**src/rtl/pipeline_hazard_controller.sv**
```systemverilog
// pipeline_hazard_controller
//
// Sequences the ID/EX pipeline register and the multi-cycle FPU of the MIPS
// pipeline. It detects load-use hazards, flushes IF/ID on taken branches and
// freezes the front end while an FP instruction occupies EX.
//
// Ports
//   clk, reset        : pipeline clock, asynchronous active-high reset
//   id_ex_mem_read    : MemRead of the instruction in EX
//   id_ex_rt          : rt of the instruction in EX
//   id_ex_fp          : instruction in EX is floating-point
//   if_id_rs/if_id_rt : source registers of the instruction in ID
//   branch_taken      : branch in EX resolved taken this cycle
//   pc_write          : PC load enable
//   if_id_write       : IF/ID load enable
//   if_id_flush       : IF/ID clear to NOP
//   id_ex_hold        : ID/EX keeps its contents
//   id_ex_bubble      : ID/EX loads zeroed control fields
//   ex_mem_bubble     : EX/MEM loads zeroed control fields
//   fpu_start         : one-cycle FPU start strobe
//   fp_result_valid   : FPU result is muxed into EX/MEM this cycle
//   fp_busy           : FP sequence in progress
//   stall_count       : saturating count of cycles with pc_write low
//
// Control outputs are combinational from state and current inputs and are
// forced low while reset is asserted.

module pipeline_hazard_controller #(
    parameter int FP_LATENCY = 4,
    parameter int REG_W      = 6
) (
    input  logic             clk,
    input  logic             reset,
    input  logic             id_ex_mem_read,
    input  logic [REG_W-1:0] id_ex_rt,
    input  logic             id_ex_fp,
    input  logic [REG_W-1:0] if_id_rs,
    input  logic [REG_W-1:0] if_id_rt,
    input  logic             branch_taken,
    output logic             pc_write,
    output logic             if_id_write,
    output logic             if_id_flush,
    output logic             id_ex_hold,
    output logic             id_ex_bubble,
    output logic             ex_mem_bubble,
    output logic             fpu_start,
    output logic             fp_result_valid,
    output logic             fp_busy,
    output logic [15:0]      stall_count
);

    typedef enum logic [1:0] {
        IDLE    = 2'd0,
        FP_BUSY = 2'd1,
        FP_DONE = 2'd2
    } state_t;

    // The start cycle and the FP_DONE cycle are not spent in FP_BUSY, so the
    // busy phase lasts FP_LATENCY-1 cycles: cnt counts FP_LATENCY-2 down to 0.
    localparam logic [3:0] CNT_INIT = 4'(FP_LATENCY - 2);

    state_t     state, state_nxt;
    logic [3:0] cnt, cnt_nxt;
    logic       lu;

    // Register 0 is hardwired to zero and can never carry a hazard.
    assign lu = id_ex_mem_read && (id_ex_rt != '0) &&
                ((id_ex_rt == if_id_rs) || (id_ex_rt == if_id_rt));

    always_ff @(posedge clk or posedge reset) begin
        if (reset) begin
            state <= IDLE;
            cnt   <= 4'd0;
        end else begin
            state <= state_nxt;
            cnt   <= cnt_nxt;
        end
    end

    always_comb begin
        state_nxt       = state;
        cnt_nxt         = cnt;
        pc_write        = 1'b0;
        if_id_write     = 1'b0;
        if_id_flush     = 1'b0;
        id_ex_hold      = 1'b0;
        id_ex_bubble    = 1'b0;
        ex_mem_bubble   = 1'b0;
        fpu_start       = 1'b0;
        fp_result_valid = 1'b0;
        fp_busy         = 1'b0;
        if (!reset) begin
            case (state)
                IDLE: begin
                    if (branch_taken) begin
                        if_id_flush  = 1'b1;
                        id_ex_bubble = 1'b1;
                        pc_write     = 1'b1;
                        if_id_write  = 1'b1;
                    end else if (id_ex_fp) begin
                        fpu_start     = 1'b1;
                        id_ex_hold    = 1'b1;
                        ex_mem_bubble = 1'b1;
                        state_nxt     = FP_BUSY;
                        cnt_nxt       = CNT_INIT;
                    end else if (lu) begin
                        id_ex_bubble = 1'b1;
                    end else begin
                        pc_write    = 1'b1;
                        if_id_write = 1'b1;
                    end
                end
                FP_BUSY: begin
                    // Branches and load-use are irrelevant while EX is frozen.
                    id_ex_hold    = 1'b1;
                    ex_mem_bubble = 1'b1;
                    fp_busy       = 1'b1;
                    if (cnt != 4'd0) begin
                        cnt_nxt = cnt - 4'd1;
                    end else begin
                        state_nxt = FP_DONE;
                    end
                end
                FP_DONE: begin
                    // id_ex_fp is still high for the finishing instruction;
                    // returning to IDLE unconditionally prevents a restart.
                    fp_result_valid = 1'b1;
                    pc_write        = 1'b1;
                    if_id_write     = 1'b1;
                    fp_busy         = 1'b1;
                    state_nxt       = IDLE;
                end
                default: begin
                    state_nxt = IDLE;
                end
            endcase
        end
    end

    always_ff @(posedge clk or posedge reset) begin
        if (reset) begin
            stall_count <= 16'd0;
        end else if (!pc_write && (stall_count != 16'hFFFF)) begin
            stall_count <= stall_count + 16'd1;
        end
    end

endmodule

```
**config.mk**
```make
export PLATFORM = sky130hd
export DESIGN_NAME = pipeline_hazard_controller
export DESIGN_NICKNAME = d
export VERILOG_FILES = /design/src/rtl/pipeline_hazard_controller.sv
export SDC_FILE = /design/constraint.sdc
export NUM_CORES = 1
export LEC_CHECK = 0
export ABC_AREA = 1
export CORE_MARGIN = 3
export CORE_UTILIZATION = 48
export DETAILED_ROUTE_END_ITERATION = 8
export GPL_TIMING_DRIVEN = 0
export PLACE_DENSITY = 0.84
export SYNTH_ARGS = -nofsm -noshare
export SYNTH_HDL_FRONTEND = slang
export SYNTH_SLANG_ARGS = --single-unit
```
**constraint.sdc**
```tcl
create_clock -name clk -period 2.4 [get_ports clk]
set_input_delay 0.48 -clock clk [delete_from_list [all_inputs] [get_ports clk]]
set_output_delay 0.48 -clock clk [all_outputs]
set_load 0.01 [all_outputs]
```
======== Yosys cells after proc, flatten, opt, wreduce, memory -nomap -nowiden ========
Cells that the tools add are included.
word-level totals
  register bits after elaboration ......... 22
  bits of input ports ..................... 23
  output and inout port bits .............. 25
operators by class
  add/subtract/negate cells ............... 2
  eq/ne operators ......................... 9
  mux-type cells .......................... 31
  bitwise operators ....................... 1
  reduce and logical (&&, ||, !) cells .... 12
operators with widths
  cell                                                                    number
  1-bit 2-to-1 mux                                                        21
  16-bit by 1-bit adder with 16-bit output (second input constant)        1
  16-bit inequality test (second input constant)                          1
  6-bit equality test                                                     2
  4-bit 2-to-1 mux                                                        3
  2-bit inequality test (second input constant)                           4
  4-bit case mux with 2 select lines                                      1
  2-bit 2-to-1 mux                                                        3
  6-bit nonzero test                                                      1
  5-bit AND reduction                                                     1
  1-bit case mux with 2 select lines                                      2
  2-bit case mux with 2 select lines                                      1
  4-bit AND reduction                                                     1
  4-bit nonzero test                                                      1
  4-bit by 1-bit subtractor with 4-bit output (second input constant)     1
  1-bit logical AND                                                       3
  2-bit by 1-bit equality test with 1-bit output (second input constant)  1
  2-bit equality test (second input constant)                             1
  2-bit logical NOT                                                       1
  2-bit nonzero test                                                      1
  2-bit OR reduction                                                      1
  1-bit logical NOT                                                       1
  1-bit logical OR                                                        1
  1-bit inverter                                                          1

======== Depth between registers and ports, before layout ========
Gate-level depths: netlist (run 1).
  depth after elaboration ................. 10
  mapped depth ............................ 12

======== Least setup slack after synthesis (run 1) ========
Ideal clock, no wire load.
  path type ............................... register to output
  start point ............................. reg state[0]
  end point ............................... out pc_write
  data arrival time ....................... 1.590 ns
  setup slack ............................. 0.330 ns
  stages on the path, launching flop included .. 9
  path buffers ............................ 2
  cell sequence ........................... dfrtp_1 -> inv_1 -> ha_1 -> nand2_1 -> nor2_1 -> nor2_2 -> buf_2 -> nand2_1 -> buf_4
on the way
  word-level cells in the longest chain between the ends .. 3
ends and longest elaborated chain
  what                                                      RTL line  text
  start: declaration                                        62        state_t state, state_nxt;
  start signal: assignment                                  75        state <= state_nxt;
  2-bit equality test or 2-bit logical NOT (tied branches)  -
  1-bit case mux with 2 select lines *                      -
  1-bit 2-to-1 mux *                                        -
  end: declaration                                          40        output logic pc_write,
Mark *: on every way between the ends. The rest lies on a longest branch, timed or not.

======== Worst setup path after layout (run 1) ========
  start point ............................. in if_id_rt[2]
  end point ............................... out id_ex_bubble
on the way
  word-level cells in the longest chain between the ends .. 8
ends and longest elaborated chain
  what                 RTL line  text
  start: declaration   38        input logic [REG_W-1:0] if_id_rt,
  6-bit equality test  68        ((id_ex_rt == if_id_rs) || (id_ex_rt == if_id_rt));
  1-bit logical OR     68
  1-bit logical AND    67        assign lu = id_ex_mem_read && (id_ex_rt != '0) &&
  1-bit 2-to-1 mux     106       end else if (lu) begin
  1-bit 2-to-1 mux     100       end else if (id_ex_fp) begin
  1-bit 2-to-1 mux     95        if (branch_taken) begin
  1-bit 2-to-1 mux     93        case (state)
  1-bit 2-to-1 mux     92        if (!reset) begin
  end: declaration     44        output logic id_ex_bubble,
Every way passes these cells.

==> results summary, run 1 <==
The number of pins exceeding their max-slew limit in the final report came out at 0. The synthesized area per cell came out at 6.605 um2. The region available for standard cell placement spans 0.003416 mm2. The final number of hold-violating endpoints came out at 0. Cells with a size suffix above 1 make up 11.67% of the layout. The post-placement setup slack is -0.7323 ns. In this run the critical register-to-register path is captured at stall_count[2]. For this design the ratio of total power to cell area is 755.1 mW/mm2. The sequential share of power came out at 32.4%. The net count of the mapped netlist is 292.

The clock network fraction of total power came out at 15.8%. By area the synthesized netlist is led by sky130_fd_sc_hd__dfrtp_1, sky130_fd_sc_hd__nand2_1, sky130_fd_sc_hd__inv_1. The mapped netlist covers 0.001730 mm2. The number of setup violations in the final report is 0. The area enclosed by the die boundary is 0.004361 mm2. The via count of the first global-routing pass is 1699.

The maximum number of pins on one net before global-route repair came out at 25. The register clock-pin slew on the reported worst setup and hold paths is 0.12 ns. Across all hold checks on the routed design, the worst slack comes to 0.4831 ns. The kind of start point of the critical path is an input port. Setup repair after global routing left no endpoint under its margin. The number of antenna violations at the first check in global routing is 0. The share of synthesized cell area in full adder, half adder and majority cells came out at 5.061%. The post-layout minimum cycle time is 2.307 ns. Across the VDD grid, the largest voltage drop is 339.5 uV.

Dividing the detail-routed wire length by the instance count gives 10.88 um. The path with the worst hold slack has its endpoint at cnt[3]. The half-perimeter wire length of the detailed placement result came out at 2.985 mm. In this run the horizontal extent of the chip is 66.04 um.

Synthesis inferred 22 register bits. The via density per instance is 4.890. The setup skew after layout came out at 0.001483 ns. At the end of routability-driven placement, the weighted congestion stood at 0.8316.

The number of antenna diodes in the final layout is 0. The number of buffers inserted during clock tree synthesis is 3. The classification of the worst setup path is input port to output port. In this run the clock root is driven by a sky130_fd_sc_hd__clkbuf_4. STA classifies the critical path endpoint as an output port. The initial standard-cell utilization of the core came out at 50.66%.

For the worst setup path, the data arrival time is 1.83 ns. The boundary pin count came out at 48. Once layout is done, the placed cells without fillers occupy 0.002394 mm2. The sequential element share of the synthesized area is 31.81%. The post-place instance area came out at 0.002258 mm2. The cell count of the worst reg-to-reg path is 10. For this run, the post-layout net count is 348.

The worst min-delay path class is register to register. Net switching is 39.26% of the power. The required time at the endpoint of the critical path came out at 1.92 ns. The sum of overflow across all layers after global routing is 0. The number of warnings reported in the yosys synthesis log is 0.

Measured against its own limit, the worst slew margin works out to 65.64%. The part of the total power dissipated in combinational logic came out at 51.7%. The internal power component came out at 0.001098 W. At the pin with the least slew margin, the transition time is 0.5143 ns. The synthesized design spends more area on one cell type than any other, namely sky130_fd_sc_hd__dfrtp_1. The post-synthesis xor/xnor area fraction is 5.061%. Of the post-synthesis cell area, the dominant cell type holds 31.81%.

The synthesis-to-finish area growth came out at 38.32%. The first-iteration detailed-routing DRC count came out at 103. The first-pass iteration count of the detailed router is 4. In the synthesized netlist the dominant register cell turns out to be sky130_fd_sc_hd__dfrtp_1. The max capacitance violation total came out at 0.

The tree built by TritonCTS fans out to 22 sinks. The synthesized instance count came out at 262. The maximum fanout along the worst path is 2. The floorplan has 21 rows. Counting along the longest clock path gives a buffer depth of 2. The total leakage power is 1.282 nW.

The detailed router placed 1775 vias in this run. TritonCTS built the clock tree. The part of the cycle the worst path needs is 96.11%.

The first-pass GRT wire length is 6.996 mm. The number of nets still failing antenna checks after routing came out at 0. The wire length after detailed routing is 3.949 mm. Across every metal layer, demand over resource in global routing totals 19.82%.

Of the post-synthesis cell area, the part taken by muxes is 0%. In this run the critical register-to-register path is launched from state[0]. The complex-gate fraction of the synthesized area came out at 4.194%.

The number of levels the H-tree was split into is 1. The start point of the worst hold path is cnt[3]. The depth of the worst hold-timing path came out at 1. The number of enable flip-flop cells after synthesis is 0. The latest clock arrival within the worst-skew pair came out at 0.31 ns. The flop-to-flop setup slack came out at 0.64 ns. Buffers placed on the I/O ports in this run total 47. In the routed design, unresolved DRC markers number 0. The number of buffers inserted by hold repair at cts came out at 0. From bottom edge to top edge, the die measures 66.04 um. The slack of the critical path is 0.09342 ns. The peak clock frequency supported by timing came out at 433.5 MHz. The net switching power of the design came out at 0.0007097 W. The run finished with clean final reports. The fraction of the core area covered by cells at the end of the flow is 70.07%. Of all flip-flops after synthesis, the portion carrying an async set or reset was 100.0%.

By area, the combinational part of the netlist is dominated by simple AND/OR/NAND/NOR gates. The number of distinct library cell variants in the gate-level netlist after synthesis came out at 23. The basic-gate share of the synthesized area counting and, or, nand and nor cells is 43.24%.
==> power groups by stage <==
stage / logic (W) / clock network [W] / registers [W]
after floorplan: 0.000542 / 0 / 0.000589
after detailed placement: 0.000896 / 0 / 0.000587
after CTS: 0.000921 / 0.000292 / 0.000581
final: 0.000935 / 0.000286 / 0.000586
after global placement: 0.000875 / 0 / 0.000582
after global routing: 0.00107 / 0.000304 / 0.000603
==> synthesized netlist by cell type (2+ instances only) <==
library cell                n
sky130_fd_sc_hd__dfrtp_1   22
sky130_fd_sc_hd__nand2_1  100
sky130_fd_sc_hd__buf_4      2
sky130_fd_sc_hd__nand3_1    8
sky130_fd_sc_hd__xnor2_1    4
sky130_fd_sc_hd__inv_1     37
sky130_fd_sc_hd__nor2_1    26
sky130_fd_sc_hd__o21ai_0    6
sky130_fd_sc_hd__nor3_1     3
sky130_fd_sc_hd__nand3_4    2
sky130_fd_sc_hd__xor2_1     6
sky130_fd_sc_hd__a21oi_1    5
sky130_fd_sc_hd__ha_1       7
sky130_fd_sc_hd__nand4_1   22
sky130_fd_sc_hd__nor2_2     2
sky130_fd_sc_hd__buf_2      3
==> routing by layer <==
layer / track usage, % / vias to the layer above / routed length (um)
met1: 25.80 / 784 / 1851
li1: - / 943 / -
met3: 4.592 / 2 / 192
met4: 2.538 / 0 / 22
met5: 0 / - / 0
met2: 34.29 / 46 / 1883
==> critical path, cell delays in order <==
cell,delay [ns]
sky130_fd_sc_hd__clkdlybuf4s50_1,0.47
sky130_fd_sc_hd__inv_1,0.04
sky130_fd_sc_hd__nand2_1,0.04
sky130_fd_sc_hd__nand2_1,0.05
sky130_fd_sc_hd__nor2_1,0.10
sky130_fd_sc_hd__nand3_1,0.10
sky130_fd_sc_hd__nand2_2,0.09
sky130_fd_sc_hd__buf_4,0.10
sky130_fd_sc_hd__a31o_2,0.13
sky130_fd_sc_hd__clkdlybuf4s15_2,0.22
==> sequential cells by signal, indices dropped and copies added (netlist names) <==
signal and count:
cnt 4, stall_count 16, state 2
==> logic make-up (layout without fill, tap and decap cells) <==
family	after synthesis	count (layout)
AO/OA/AOI/OAI	13	13
XOR/XNOR	10	10
adder cells (fa/ha/maj)	7	7
buffers and inverters	43	98
flip-flops	22	22
AND/OR/NAND/NOR	167	167
==> how the worst max path moves through the flow <==
stage                     start            to  slack [ns]  cells past startpoint
floorplan              state[0]      pc_write        0.33                      8
global placement    id_ex_rt[1]      pc_write       -0.69                     13
detailed placement  id_ex_rt[2]      pc_write       -0.73                     13
CTS                    state[0]    id_ex_hold       0.007                      6
global route        if_id_rt[1]      pc_write       0.001                     12
finish              if_id_rt[2]  id_ex_bubble        0.09                     10
==> area by class of cell <==
type / count / area [um2]
tap: 46 / 57.56
fill: 289 / 1022
sequential: 22 / 550.5
timing repair buffer: 52 / 515.5
clock buffer: 3 / 22.52
inverter: 37 / 142.6
buffer: 5 / 42.54
clock inverter: 1 / 30.03
multi-input combinational: 197 / 1032
==> cell usage in the layout (no fill, tap or decap) <==
cell	synthesis	routed
sky130_fd_sc_hd__o21ai_0	6	6
sky130_fd_sc_hd__dlymetal6s2s_1	0	7
sky130_fd_sc_hd__nor3_1	3	3
sky130_fd_sc_hd__ha_2	0	2
sky130_fd_sc_hd__buf_4	2	9
sky130_fd_sc_hd__nor3b_1	1	1
sky130_fd_sc_hd__nand3_1	8	8
sky130_fd_sc_hd__nand2_2	1	3
sky130_fd_sc_hd__nand4_1	22	22
sky130_fd_sc_hd__inv_1	37	33
sky130_fd_sc_hd__xor2_1	6	6
sky130_fd_sc_hd__buf_8	1	1
sky130_fd_sc_hd__ha_1	7	5
sky130_fd_sc_hd__nor2_4	1	3
sky130_fd_sc_hd__a21oi_1	5	4
sky130_fd_sc_hd__buf_2	3	1
sky130_fd_sc_hd__nor2_1	26	24
sky130_fd_sc_hd__nand3_4	2	2
sky130_fd_sc_hd__a31o_2	1	1
sky130_fd_sc_hd__clkdlybuf4s50_1	0	29
sky130_fd_sc_hd__nor2_2	2	2
sky130_fd_sc_hd__inv_2	0	3
sky130_fd_sc_hd__nand2_4	0	1
sky130_fd_sc_hd__a21oi_2	0	1
sky130_fd_sc_hd__dfrtp_1	22	22
sky130_fd_sc_hd__dlygate4sd2_1	0	8
sky130_fd_sc_hd__bufinv_16	0	1
sky130_fd_sc_hd__clkbuf_4	0	3
sky130_fd_sc_hd__clkinvlp_4	0	1
sky130_fd_sc_hd__xnor2_1	4	4
sky130_fd_sc_hd__a2bb2oi_1	1	1
sky130_fd_sc_hd__nand3_2	1	1
sky130_fd_sc_hd__clkdlybuf4s15_2	0	2
sky130_fd_sc_hd__nand2_1	100	97
==> stage by stage <==
| step | TNS, ns | power (W) | instances |
|---|---|---|---|
| 2_1_floorplan | 0 | 0.001132 | 262 |
| 6_report | 0 | 0.001807 | 363 |
| 3_5_place_dp | -2.514 | 0.001483 | 355 |
| 5_1_grt | 0 | 0.001973 | 363 |
| 3_3_place_gp | -2.242 | 0.001457 | 355 |
| 4_1_cts | 0 | 0.001794 | 361 |
==> repair_timing <==
action / 4_1_cts / 5_1_grt
setup buffers: 3 / 2
endpoints found under the setup margin: 6 / 9
pin swaps: 3 / 6
resized for setup: 24 / 15
Note: power is estimated with default switching activity, not from simulation.
==> run 2: changes to the inputs <==
- RECOVER_POWER: default -> 25
==> results of run 2 <==
No change in the layout: final DEF, timing and power equal those of run 1.
